$ cat config.mk
export PLATFORM = sky130hd
export DESIGN_NAME = an_sec_decoder_seq
export DESIGN_NICKNAME = d
export VERILOG_FILES = /design/src/rtl/an_sec_decoder_seq.sv
export SDC_FILE = /design/constraint.sdc
export NUM_CORES = 1
export LEC_CHECK = 0
export CAP_MARGIN = 20
export CELL_PAD_IN_SITES_DETAIL_PLACEMENT = 2
export CELL_PAD_IN_SITES_GLOBAL_PLACEMENT = 2
export CORE_MARGIN = 4
export CORE_UTILIZATION = 40
export CTS_CLUSTER_SIZE = 10
export DETAILED_ROUTE_END_ITERATION = 10
export DONT_BUFFER_PORTS = 1
export PLACE_DENSITY = 0.88
export SETUP_SLACK_MARGIN = 0.3
export SYNTH_ARGS = -nofsm -noshare
export SYNTH_HDL_FRONTEND = slang
export SYNTH_SLANG_ARGS = --single-unit
$ cat constraint.sdc
create_clock -name clk -period 6.82 [get_ports clk]
set_clock_uncertainty 0.15 [all_clocks]
set_input_delay 1.023 -clock clk [delete_from_list [all_inputs] [get_ports clk]]
set_output_delay 1.023 -clock clk [all_outputs]
set_load 0.01 [all_outputs]
$ cat src/rtl/an_sec_decoder_seq.sv
// an_sec_decoder_seq: sequential single-error-correcting AN-code decoder.
// A received word W = A*N + e is divided by A to get a residue R. A search
// then looks for a single arithmetic error of +/-2^i that explains R. A second
// division of (W - Delta) by A recovers N.
// Optional feature: define AN_DEC_STATS_EN to get saturating corrected and
// uncorrectable counters on cnt_corr/cnt_uncorr. Otherwise they are tied to 0.
module an_sec_decoder_seq #(
    parameter int K  = 12,
    parameter int A  = 3349,
    parameter int CW = 2 * K
) (
    input  logic                  clk,
    input  logic                  rst_n,
    input  logic                  in_valid,
    output logic                  in_ready,
    input  logic [CW-1:0]         w_in,
    output logic                  out_valid,
    input  logic                  out_ready,
    output logic [K-1:0]          n_out,
    output logic                  err_corr,
    output logic                  err_uncorr,
    output logic [$clog2(CW)-1:0] err_pos,
    output logic                  err_neg,
    output logic [15:0]           cnt_corr,
    output logic [15:0]           cnt_uncorr
);

    localparam int PW   = $clog2(CW);
    localparam int CNTW = $clog2(CW + 1);
    localparam logic [CW-1:0]   A_W     = CW'(A);
    localparam logic [CNTW-1:0] LAST    = CNTW'(CW - 1);
    localparam logic [CNTW-1:0] LAST_D2 = CNTW'(CW);

    typedef enum logic [2:0] {IDLE, DIV1, SRCH, DIV2, OUT} state_t;

    state_t          state_reg, state_next;
    logic [CNTW-1:0] cnt_reg;
    logic [CW-1:0]   w_reg;      // captured codeword, kept for the second division
    logic [CW-1:0]   dvd_reg;    // dividend shifting out, quotient shifting in
    logic [CW-1:0]   rem_reg;    // partial remainder, always < A
    logic [K-1:0]    q1_reg;     // first-pass quotient, used as fallback result
    logic [CW-1:0]   r_reg;      // residue W mod A
    logic [CW-1:0]   p_reg;      // 2^i mod A for the current search step
    logic            found_reg;
    logic [PW-1:0]   fpos_reg;
    logic            fneg_reg;
    logic            dneg_reg;   // W - Delta went negative

    logic [K-1:0]    n_reg;
    logic            corr_reg, uncorr_reg, neg_reg;
    logic [PW-1:0]   pos_reg;

    // One restoring-division step shared by both division phases.
    logic [CW:0]     trial;
    logic            trial_ge;
    logic [CW:0]     trial_sub;
    logic [CW-1:0]   rem_step;
    logic [CW-1:0]   dvd_step;

    // Search helpers: next power-of-two residue and the negative-error target.
    logic [CW:0]     p_dbl;
    logic [CW:0]     p_dbl_sub;
    logic [CW-1:0]   p_step;
    logic [CW-1:0]   p_neg;
    logic            hit_pos, hit_neg;

    // Corrected dividend for the second division, CW+1-bit two's complement.
    logic [CW:0]     pow;
    logic [CW:0]     diff;
    logic            q_high;

    // Divider step, search step and correction arithmetic.
    always_comb begin
        trial     = {rem_reg, dvd_reg[CW-1]};
        trial_ge  = (trial >= {1'b0, A_W});
        trial_sub = trial - {1'b0, A_W};
        rem_step  = trial_ge ? trial_sub[CW-1:0] : trial[CW-1:0];
        dvd_step  = {dvd_reg[CW-2:0], trial_ge};

        p_dbl     = {p_reg, 1'b0};
        p_dbl_sub = p_dbl - {1'b0, A_W};
        p_step    = (p_dbl >= {1'b0, A_W}) ? p_dbl_sub[CW-1:0] : p_dbl[CW-1:0];
        p_neg     = A_W - p_reg;
        hit_pos   = (r_reg == p_reg);
        hit_neg   = (r_reg == p_neg);

        pow       = {{CW{1'b0}}, 1'b1} << fpos_reg;
        if (!found_reg)
            diff = {1'b0, w_reg};
        else if (fneg_reg)
            diff = {1'b0, w_reg} + pow;
        else
            diff = {1'b0, w_reg} - pow;

        q_high    = ((dvd_step >> K) != '0);
    end

    // State register.
    always_ff @(posedge clk or negedge rst_n) begin
        if (!rst_n)
            state_reg <= IDLE;
        else
            state_reg <= state_next;
    end

    // Next-state logic. The phase counter decides when each phase ends.
    always_comb begin
        state_next = state_reg;
        case (state_reg)
            IDLE: if (in_valid)           state_next = DIV1;
            DIV1: if (cnt_reg == LAST)    state_next = SRCH;
            SRCH: if (cnt_reg == LAST)    state_next = DIV2;
            DIV2: if (cnt_reg == LAST_D2) state_next = OUT;
            OUT:  if (out_ready)          state_next = IDLE;
            default:                      state_next = IDLE;
        endcase
    end

    assign in_ready  = (state_reg == IDLE);
    assign out_valid = (state_reg == OUT);

    // Datapath: capture, first division, error search, corrected division, result.
    // DIV2 spends its first cycle loading W - Delta and then CW division steps.
    always_ff @(posedge clk or negedge rst_n) begin
        if (!rst_n) begin
            cnt_reg    <= '0;
            w_reg      <= '0;
            dvd_reg    <= '0;
            rem_reg    <= '0;
            q1_reg     <= '0;
            r_reg      <= '0;
            p_reg      <= '0;
            found_reg  <= 1'b0;
            fpos_reg   <= '0;
            fneg_reg   <= 1'b0;
            dneg_reg   <= 1'b0;
            n_reg      <= '0;
            corr_reg   <= 1'b0;
            uncorr_reg <= 1'b0;
            pos_reg    <= '0;
            neg_reg    <= 1'b0;
        end else begin
            case (state_reg)
                IDLE: begin
                    if (in_valid) begin
                        w_reg   <= w_in;
                        dvd_reg <= w_in;
                        rem_reg <= '0;
                        cnt_reg <= '0;
                    end
                end
                DIV1: begin
                    dvd_reg <= dvd_step;
                    rem_reg <= rem_step;
                    if (cnt_reg == LAST) begin
                        q1_reg    <= dvd_step[K-1:0];
                        r_reg     <= rem_step;
                        p_reg     <= {{(CW-1){1'b0}}, 1'b1};
                        found_reg <= 1'b0;
                        fpos_reg  <= '0;
                        fneg_reg  <= 1'b0;
                        cnt_reg   <= '0;
                    end else begin
                        cnt_reg <= cnt_reg + 1'b1;
                    end
                end
                SRCH: begin
                    // The first hit wins, so the lowest i is kept and +2^i beats -2^i.
                    if (!found_reg && (hit_pos || hit_neg)) begin
                        found_reg <= 1'b1;
                        fpos_reg  <= PW'(cnt_reg);
                        fneg_reg  <= !hit_pos;
                    end
                    p_reg   <= p_step;
                    cnt_reg <= (cnt_reg == LAST) ? '0 : cnt_reg + 1'b1;
                end
                DIV2: begin
                    if (cnt_reg == '0) begin
                        dneg_reg <= diff[CW];
                        dvd_reg  <= diff[CW-1:0];
                        rem_reg  <= '0;
                    end else begin
                        dvd_reg <= dvd_step;
                        rem_reg <= rem_step;
                    end
                    if (cnt_reg == LAST_D2) begin
                        if (dneg_reg || q_high) begin
                            n_reg      <= q1_reg;
                            corr_reg   <= 1'b0;
                            uncorr_reg <= 1'b1;
                            pos_reg    <= '0;
                            neg_reg    <= 1'b0;
                        end else begin
                            n_reg      <= dvd_step[K-1:0];
                            corr_reg   <= found_reg;
                            uncorr_reg <= (r_reg != '0) && !found_reg;
                            pos_reg    <= found_reg ? fpos_reg : '0;
                            neg_reg    <= found_reg && fneg_reg;
                        end
                        cnt_reg <= '0;
                    end else begin
                        cnt_reg <= cnt_reg + 1'b1;
                    end
                end
                default: ;
            endcase
        end
    end

    assign n_out      = n_reg;
    assign err_corr   = corr_reg;
    assign err_uncorr = uncorr_reg;
    assign err_pos    = pos_reg;
    assign err_neg    = neg_reg;

`ifdef AN_DEC_STATS_EN
    logic [15:0] cnt_corr_reg, cnt_uncorr_reg;

    // Saturating error statistics, counted once per delivered result.
    always_ff @(posedge clk or negedge rst_n) begin
        if (!rst_n) begin
            cnt_corr_reg   <= '0;
            cnt_uncorr_reg <= '0;
        end else if (state_reg == OUT && out_ready) begin
            if (corr_reg && cnt_corr_reg != 16'hFFFF)
                cnt_corr_reg <= cnt_corr_reg + 16'd1;
            if (uncorr_reg && cnt_uncorr_reg != 16'hFFFF)
                cnt_uncorr_reg <= cnt_uncorr_reg + 16'd1;
        end
    end

    assign cnt_corr   = cnt_corr_reg;
    assign cnt_uncorr = cnt_uncorr_reg;
`else
    assign cnt_corr   = '0;
    assign cnt_uncorr = '0;
`endif

endmodule

Word level (Yosys, flattened, before mapping)
Index checks and enable logic that the tools add are counted.
W data, S select, Z words.
{"block": "op_classes", "addsub": 6, "magnitude_cmp": 2, "n_eq_ne": 14, "shift": 1, "muxes": 36, "n_reduce_logical": 24}
{"cell": "$mux W24", "count": 7}
{"cell": "$pmux W24 S3", "count": 2}
{"cell": "$ge A25 B12 Y1 const B", "count": 2}
{"cell": "$mux W25", "count": 2}
{"cell": "$eq A24 B24 Y1", "count": 2}
{"cell": "$pmux W24 S2", "count": 1}
{"cell": "$reduce_bool A24 Y1", "count": 2}
{"cell": "$sub A24 B12 Y24 const B", "count": 2}
{"cell": "$mux W5", "count": 7}
{"cell": "$add A24 B25 Y25", "count": 1}
{"cell": "$shl A1 B5 Y25 const A", "count": 1}
{"cell": "$sub A24 B25 Y25", "count": 1}
{"cell": "$sub A12 B24 Y24 const A", "count": 1}
{"cell": "$mux W3", "count": 5}
{"cell": "$pmux W3 S5", "count": 1}
{"cell": "$pmux W5 S3", "count": 1}
{"cell": "$reduce_and A2 Y1", "count": 7}
{"cell": "$mux W12", "count": 1}
{"cell": "$eq A5 B5 Y1 const B", "count": 2}
{"cell": "$ne A2 B2 Y1 const B", "count": 5}
{"cell": "$pmux W5 S2", "count": 1}
{"cell": "$eq A3 B2 Y1 const B", "count": 2}
{"cell": "$mux W1", "count": 6}
{"cell": "$reduce_bool A3 Y1", "count": 2}
{"cell": "other kinds (14)", "count": 19}
{"block": "word_totals", "ff_bits": 168, "inputBits": 28}

Logic depth before layout (Yosys ltp)
Gate-level depths: netlist (run 1).
{"block": "depth", "ltp_word": 6, "mapped_depth": 18, "depth_no_buf": 16}

Least setup slack after synthesis (run 1)
OpenSTA, ideal clock, no wires.
{"block": "synth_timing", "kind": "register to register", "startpoint": "reg fpos_reg[1]", "endpoint": "reg dvd_reg[15]", "setup_ns": 0.135, "t_arrival_ns": 3.430, "required_time_ns": 6.535, "setup_slack_ns": 3.105, "stages_incl_launch_ff": 17, "n_path_buf": 2, "period_less_slack_ns": 3.715, "path_cell_list": "dfrtp_1 > buf_4 > nor3_1 > nand2_1 > ha_1 > clkbuf_1 > nor2_1 > xnor2_1 > ha_1 > o21ai_0 > nor4_1 > nor2_1 > a31oi_1 > a211oi_1 > xnor2_1 > a221oi_1 > o21ai_0"}
{"block": "synth_between", "elab_chain_cells": 6, "word_cells_on_any_way": 7, "classes_between": "add/sub (2); shift (1); mux (4)"}
{"element": "from (decl)", "line": "45", "text": "logic [PW-1:0] fpos_reg;"}
{"element": "from (signal assigned)", "line": "171", "text": "fpos_reg <= PW'(cnt_reg);"}
{"element": "$shl A1 B5 Y25 (*)", "line": "87", "text": "pow = {{CW{1'b0}}, 1'b1} << fpos_reg;"}
{"element": "$sub A24 B25 Y25 or $add A24 B25 Y25 (tied branches)", "line": "93, 91"}
{"element": "$mux W25 (*)", "line": "90", "text": "else if (fneg_reg)"}
{"element": "$mux W25 (*)", "line": "88", "text": "if (!found_reg)"}
{"element": "$mux W24 (*)", "line": "178", "text": "if (cnt_reg == '0) begin"}
{"element": "$pmux W24 S3 (*)", "line": "143", "text": "case (state_reg)"}
{"element": "to (signal assigned)", "line": "147", "text": "dvd_reg <= w_in;"}
{"element": "to (signal assigned)", "line": "180", "text": "dvd_reg <= diff[CW-1:0];"}
{"element": "to (signal assigned)", "line": "183", "text": "dvd_reg <= dvd_step;"}
{"element": "to (decl)", "line": "39", "text": "logic [CW-1:0] dvd_reg;"}
Mark *: on every way between the ends. The rest lies on a longest branch, timed or not.
A chain may end at the register's enable or synchronous reset.

Final worst setup path (run 1)
{"block": "layout_timing", "startpoint": "reg fpos_reg[1]", "endpoint": "reg dvd_reg[21]"}
The elaborated chain is that of the path after synthesis.

==> impl_metrics.py, run 1 <==
metrics = {
    "floorplanning": {
        "core.rowCount": 61,
        "die_h_um": 176.4,
        "core_um2": 27860,
        "io_pins": 82,
        "die-area_um2": 31120,
        "initial_core_util_pct": 40.73,
        "fp.dieW_um": 176.4,
    },
    "cts": {
        "cts_buffer_depth": 2,
        "cts_tree": "done",
        "clock_sinks": 168,
        "clock_latency_ns": 0.46,
        "clockRootBuffer": "clkbuf_16",
        "htreeDepth": 4,
        "cts_buffers": 17,
        "cts_hold_buf": 0,
        "cts_resized": 0,
        "clk_pin_slew_ns": 0.08,
        "post_cts_buffers": 0,
    },
    "global_routing": {
        "antenna_found_initial": 0,
        "grt_pass1_wl_mm": 65.89,
        "overflow": 0,
        "grtUsageTotal_pct": 26.53,
        "grt_max_degree": 169,
        "grt_pass1_vias": 11350,
    },
    "placement": {
        "place.gp.congestion": 0.8735,
        "hpwl_mm": 26.61,
        "port_buffers": 0,
        "dpl_cell_area_um2": 11360,
        "dp_cells": 1624,
    },
    "layout": {
        "insertedDiodeCount": 0,
        "syn_to_final_growth_pct": 5.228,
        "design_area_um2": 11940,
        "drive_above_1_share_pct": 7.512,
        "fillCellCount": 3093,
        "nNetsFinal": 1329,
        "multi_input_area_um2": 6504,
        "register_area_um2": 4204,
        "layout.cells.non_filler": 1656,
    },
    "timing": {
        "tightestPinTransition_ns": 1.099,
        "setup_violations": 0,
        "rsz0062_at_grt": "no",
        "fin_crit_sh_pct": 75.33,
        "fmax_mhz": 194.6,
        "hold_ws_ns": 0.1054,
        "maxSlewHeadroom_pct": 26.71,
        "post-route-min-period_ns": 5.138,
        "hold_viol_final": 0,
        "final.setup.tns_ns": 0,
        "finalMaxSlewViolations": 0,
    },
    "critical_path": {
        "critPathCaptureType": "flip-flop",
        "max_stage_delay_ns": 0.76,
        "cp_cell_sequence": "nor3_1 > nand2_1 > ha_1 > nor2_1 > xnor2_1 > ha_1 > a211oi_1 > nor4_1 > nor2_1 > a31oi_1 > a211oi_1 > o31ai_1 > xnor2_1 > o221ai_1",
        "crit_arrival_ns": 5.27,
        "critPathKind": "flip-flop to flip-flop",
        "worst-path-buf-inv": 0,
        "path_delay_family": "compound AO/OA/AOI/OAI gates",
        "worstPathRequired_ns": 6.95,
        "cp_slowest_cell": "a211oi_1",
        "crit_fanout": 30,
        "start_kind": "flip-flop",
    },
    "route": {
        "routed_wirelength_mm": 41.70,
        "route.detailed.drc": 0,
        "dr.first_iter.drc_count": 641,
        "viasPerCell": 6.235,
        "drtPass1Iterations": 5,
        "vias": 10330,
        "final_antenna_net_count": 0,
        "wl_per_cell_um": 25.18,
    },
    "outcome": {
        "status": "finished, final reports clean",
    },
    "power_and_ir_drop": {
        "pwr-share-seq_pct": 27.5,
        "intPower_mw": 3.275,
        "power_mw": 6.528,
        "switching_share_pct": 49.83,
        "power_frac_comb_pct": 57.4,
        "p_clk_share_pct": 15.2,
        "p_sw_mw": 3.252,
        "power_density_nw_per_um2": 546.7,
        "ir_drop_mv": 0.3023,
        "power.leakage_nw": 5.160,
    },
    "synth": {
        "synth_edf_count": 0,
        "synth_common_cells": "dfrtp_1, nand2_1, o21ai_0",
        "synthTopCellsByArea": "dfrtp_1, o21ai_0, nand2_1",
        "ys_warn_count": 0,
        "synth_area_per_cell_um2": 8.537,
        "syn_inst": 1329,
        "synthFlopType": "dfrtp_1",
        "synth-seq-area-share_pct": 37.05,
        "synth_area_um2": 11350,
        "synth.distinct_cells": 79,
        "synth_top_area_share_pct": 37.05,
        "yosysMostFrequentCell": "dfrtp_1",
        "yosysTopAreaCell": "dfrtp_1",
        "ys_ff_latch": 168,
        "async_reset_ff_share_pct": 100.0,
    },
    "flow_run": {
        "cap_violations": 0,
    },
    "hold_path": {
        "hold_class": "primary input to asynchronous set/reset pin",
    },
}
## per-stage QoR
step                utilization, %  setup WS (ns)
finish                       42.86          1.682
global route                 42.86          1.164
CTS                          42.86          1.700
detailed placement           40.78          1.774
global placement             40.74          2.021
floorplan                        -          3.105
## power groups by stage
| stage | Sequential (mW) | Combinational, mW | Clock [mW] |
|---|---|---|---|
| 2_1_floorplan | 1.56 | 2.76 | 0 |
| 3_3_place_gp | 1.75 | 3.31 | 0 |
| 3_5_place_dp | 1.78 | 3.53 | 0 |
| 4_1_cts | 1.78 | 3.71 | 1.01 |
| 5_1_grt | 1.83 | 4.13 | 1.05 |
| 6_report | 1.79 | 3.74 | 0.990 |
## logic make-up after synthesis
family	Yosys count	synth area share, %
buffers and inverters	148	6.749
muxes	45	4.246
xor gates and xnor gates	95	7.333
DFF	168	37.05
and+or+nand+nor	458	19.59
other	1	0.03305
AOI/OAI and AO/OA	378	20.96
adders and majority gates	36	4.036
## routing by layer
layer / routed length (um) / vias to the layer above / share of wire (%) / global-route usage [%]
met4: 1061 / 0 / 2.5 / 9.188
met3: 1557 / 75 / 3.7 / 3.490
met1: 18190 / 5394 / 44 / 34.41
li1: - / 4600 / - / -
met2: 20890 / 256 / 50 / 45.70
met5: 0 / - / 0 / 0
## path summary, 6_finish.rpt
kind / from / to / slack, ns / depth (start not counted)
max in group asynchronous: rst_n / w_reg[8] / 6.14 / 0
min in group clk: rem_reg[23] / rem_reg[23] / 0.34 / 2
max reg2reg: fpos_reg[1] / dvd_reg[21] / 1.68 / 14
min reg2reg: rem_reg[23] / rem_reg[23] / 0.34 / 2
max: fpos_reg[1] / dvd_reg[21] / 1.68 / 14
min: rst_n / n_out[11] / 0.11 / 0
## placed cells by master (no fill, tap or decap), types with 14 or more instances in the layout
| cell | n |
|---|---|
| a31oi_1 | 14 |
| mux2i_1 | 20 |
| nor3_1 | 32 |
| a21oi_1 | 80 |
| nand3_1 | 49 |
| and3_1 | 21 |
| mux2_2 | 25 |
| ha_1 | 35 |
| nand2_1 | 164 |
| o21ai_0 | 138 |
| nor2_1 | 82 |
| xor2_1 | 38 |
| clkbuf_16 | 17 |
| inv_1 | 21 |
| dfrtp_1 | 168 |
| nor4_1 | 27 |
| a211oi_1 | 27 |
| a21o_1 | 15 |
| xnor2_1 | 57 |
| conb_1 | 32 |
## area by class of cell
| cell class | instances | share of cell area, % |
|---|---|---|
| inverter | 21 | 0.6602 |
| multi-input combinational | 1044 | 54.47 |
| tap | 378 | 3.961 |
| sequential | 168 | 35.21 |
| clock buffer | 17 | 3.563 |
| clock inverter | 15 | 1.279 |
| timing repair buffer | 13 | 0.8489 |
No activity file was read; power rests on OpenSTA's default activity.
==> inputs of run 2 (changes only) <==
Settings changed: CORE_UTILIZATION 40 to 36, PLACE_DENSITY 0.88 to 0.84.
Clock period 6.82 ns to 4.3 ns, I/O delays scaled along.
==> run 2 against run 1 <==
The run now ends with negative hold slack left. Fmax increased by 28%. Final cell count up 2.2%. Routed wire length decreased by 1.0%. Sequential power is 56% higher. Sequential share of layout area is 0.99 points lower. Hold slack lost 0.38 ns. Clock-buffer cell count grew 1. Utilization decreased by 3.0 points. First-iteration DRC count increased by 5.5%. Setup slack got worse by 1.4 ns. Highest routed layer unchanged.
==> impl_metrics.py, run 2 (synthesis gave the netlist of run 1 again) <==
metrics = {
    "outcome": {
        "status": "finished, violations left",
        "violations": "negative hold slack",
    },
    "timing": {
        "finalMaxSlewViolations": 0,
        "setup_violations": 0,
        "hold_viol_final": 168,
        "post-route-min-period_ns": 4.007,
        "rsz0062_at_grt": "no",
        "maxSlewHeadroom_pct": 32.97,
        "fin_crit_sh_pct": 93.18,
        "hold_ws_ns": -0.2739,
        "final.setup.tns_ns": 0,
        "tightestPinTransition_ns": 1.000,
        "fmax_mhz": 249.6,
    },
    "layout": {
        "design_area_um2": 12300,
        "nNetsFinal": 1348,
        "fin_util_pct": 39.89,
        "final_cell_mix": "dfrtp_1, nand2_1, o21ai_0, nor2_1, a21oi_1",
        "drive_above_1_share_pct": 11.10,
        "insertedDiodeCount": 0,
        "syn_to_final_growth_pct": 8.381,
        "final_common_cell": "dfrtp_1",
    },
    "critical_path": {
        "worstPathRequired_ns": 4.46,
        "reg2reg_depth": 15,
        "crit_arrival_ns": 4.17,
        "cp_slowest_cell": "dfrtp_1",
        "max_stage_delay_ns": 0.45,
        "r2r_slack_ns": 0.29,
        "endpoint": "dvd_reg[23]",
        "critPathKind": "flip-flop to flip-flop",
        "crit_fanout": 20,
        "cp_cell_sequence": "buf_4 > or2_2 > nor2_1 > nor2_1 > a211oi_1 > o21ai_0 > ha_2 > nand4_1 > a21oi_1 > nor2_2 > a31oi_4 > a211oi_4 > o31ai_1 > xnor2_1 > o221ai_1",
        "cp_common_cell": "nor2_1",
        "startpoint": "fpos_reg[4]",
        "critPathCaptureType": "flip-flop",
        "rr_startpoint": "fpos_reg[4]",
        "start_kind": "flip-flop",
        "r2r_end": "dvd_reg[23]",
    },
    "power_and_ir_drop": {
        "power_frac_comb_pct": 59.7,
        "switching_share_pct": 49.52,
        "power.leakage_nw": 5.293,
        "power_density_nw_per_um2": 889.6,
        "p_clk_share_pct": 14.7,
        "ir_drop_mv": 0.4027,
        "pwr-share-seq_pct": 25.5,
        "p_sw_mw": 5.417,
        "intPower_mw": 5.522,
    },
    "global_routing": {
        "grt_max_degree": 169,
        "grtUsageTotal_pct": 23.25,
        "antenna_found_initial": 0,
        "overflow": 0,
        "busiest_layer": "met2",
        "use_met3_pct": 3.400,
        "grt_pass1_wl_mm": 63.08,
        "use_met1_pct": 30.37,
        "use_met2_pct": 39.35,
        "grt_pass1_vias": 11040,
    },
    "cts": {
        "clock_latency_ns": 0.47,
        "cts_buffers": 17,
        "htreeDepth": 4,
        "clock_sinks": 168,
        "clockRootBuffer": "clkbuf_16",
        "clk_pin_slew_ns": 0.08,
        "cts_tree": "done",
        "cts_buffer_depth": 2,
    },
    "floorplanning": {
        "die_h_um": 185.5,
        "core_um2": 30830,
        "die-area_um2": 34420,
        "initial_core_util_pct": 36.80,
        "io_pins": 82,
        "core.rowCount": 64,
        "fp.dieW_um": 185.5,
    },
    "route": {
        "drtPass1Iterations": 5,
        "routed_wirelength_mm": 41.28,
        "vias": 10320,
        "wl_per_cell_um": 24.38,
        "dr.first_iter.drc_count": 676,
        "viasPerCell": 6.094,
        "route.detailed.drc": 0,
        "final_antenna_net_count": 0,
    },
    "flow_run": {
        "cap_violations": 0,
    },
    "placement": {
        "place.gp.congestion": 0.8691,
        "hpwl_mm": 27.59,
        "dpl_cell_area_um2": 11470,
        "port_buffers": 0,
    },
    "hold_path": {
        "hold_class": "primary input to asynchronous set/reset pin",
    },
}
-- run 2: power by group through the flow --
stage,logic [mW],clock network (mW),registers [mW]
after floorplan,4.38,0,2.48
after global placement,5.40,0,2.71
after detailed placement,5.71,0,2.77
after CTS,6.05,1.64,2.75
after global routing,7.17,1.71,2.86
final,6.54,1.61,2.79
-- run 2: worst min-delay path by stage --
stage,to,from,cells after the start,slack [ns]
6_report,p_reg[19],rst_n,0,-0.27
5_1_grt,p_reg[14],rst_n,0,-0.30
2_1_floorplan,cnt_reg[0],rst_n,0,0.20
3_3_place_gp,p_reg[19],rst_n,0,0.21
3_5_place_dp,p_reg[19],rst_n,0,0.21
4_1_cts,p_reg[19],rst_n,0,-0.30
-- run 2: area by class of cell --
cell class	instances	area (um^2)
Tap cell	396	495.5
Fill cell	3382	18530
Inverter	21	78.83
Sequential cell	168	4208
Clock inverter	14	153.9
Timing Repair Buffer	32	252.7
Multi-Input combinational cell	1044	6669
Clock buffer	18	439.2
-- run 2: metal layers --
metal,wire length [um],vias to the layer above
met5,0,-
met1,17620,5365
met4,1329,0
met2,20650,241
met3,1689,82
li1,-,4629
-- run 2: what timing repair did --
action / in CTS / in global routing
setup endpoints to repair: 12 / 18
gates resized for setup: 14 / 30
endpoints found under the hold margin: 168 / 168
setup buffers: 0 / 7
pin swaps: 0 / 6
-- run 2: worst max-delay path, delay by kind of cell (launching register included) --
family / cells / cell delay [ns]
compound gates: 7 / 1.48
xor+xnor: 1 / 0.18
fa+ha+maj: 1 / 0.43
buf+inv: 1 / 0.24
flops: 1 / 0.45
simple gates: 5 / 0.92
-- run 2: stage by stage --
| stage | instances | worst slack (ns) | total power, mW |
|---|---|---|---|
| detailed placement | 1654 | -0.05091 | 8.475 |
| finish | 1693 | 0.2933 | 10.94 |
| floorplan | 1360 | 0.5851 | 6.864 |
| global route | 1693 | 0.1457 | 11.73 |
| CTS | 1686 | 0.2920 | 10.44 |
| global placement | 1654 | 0.1262 | 8.115 |
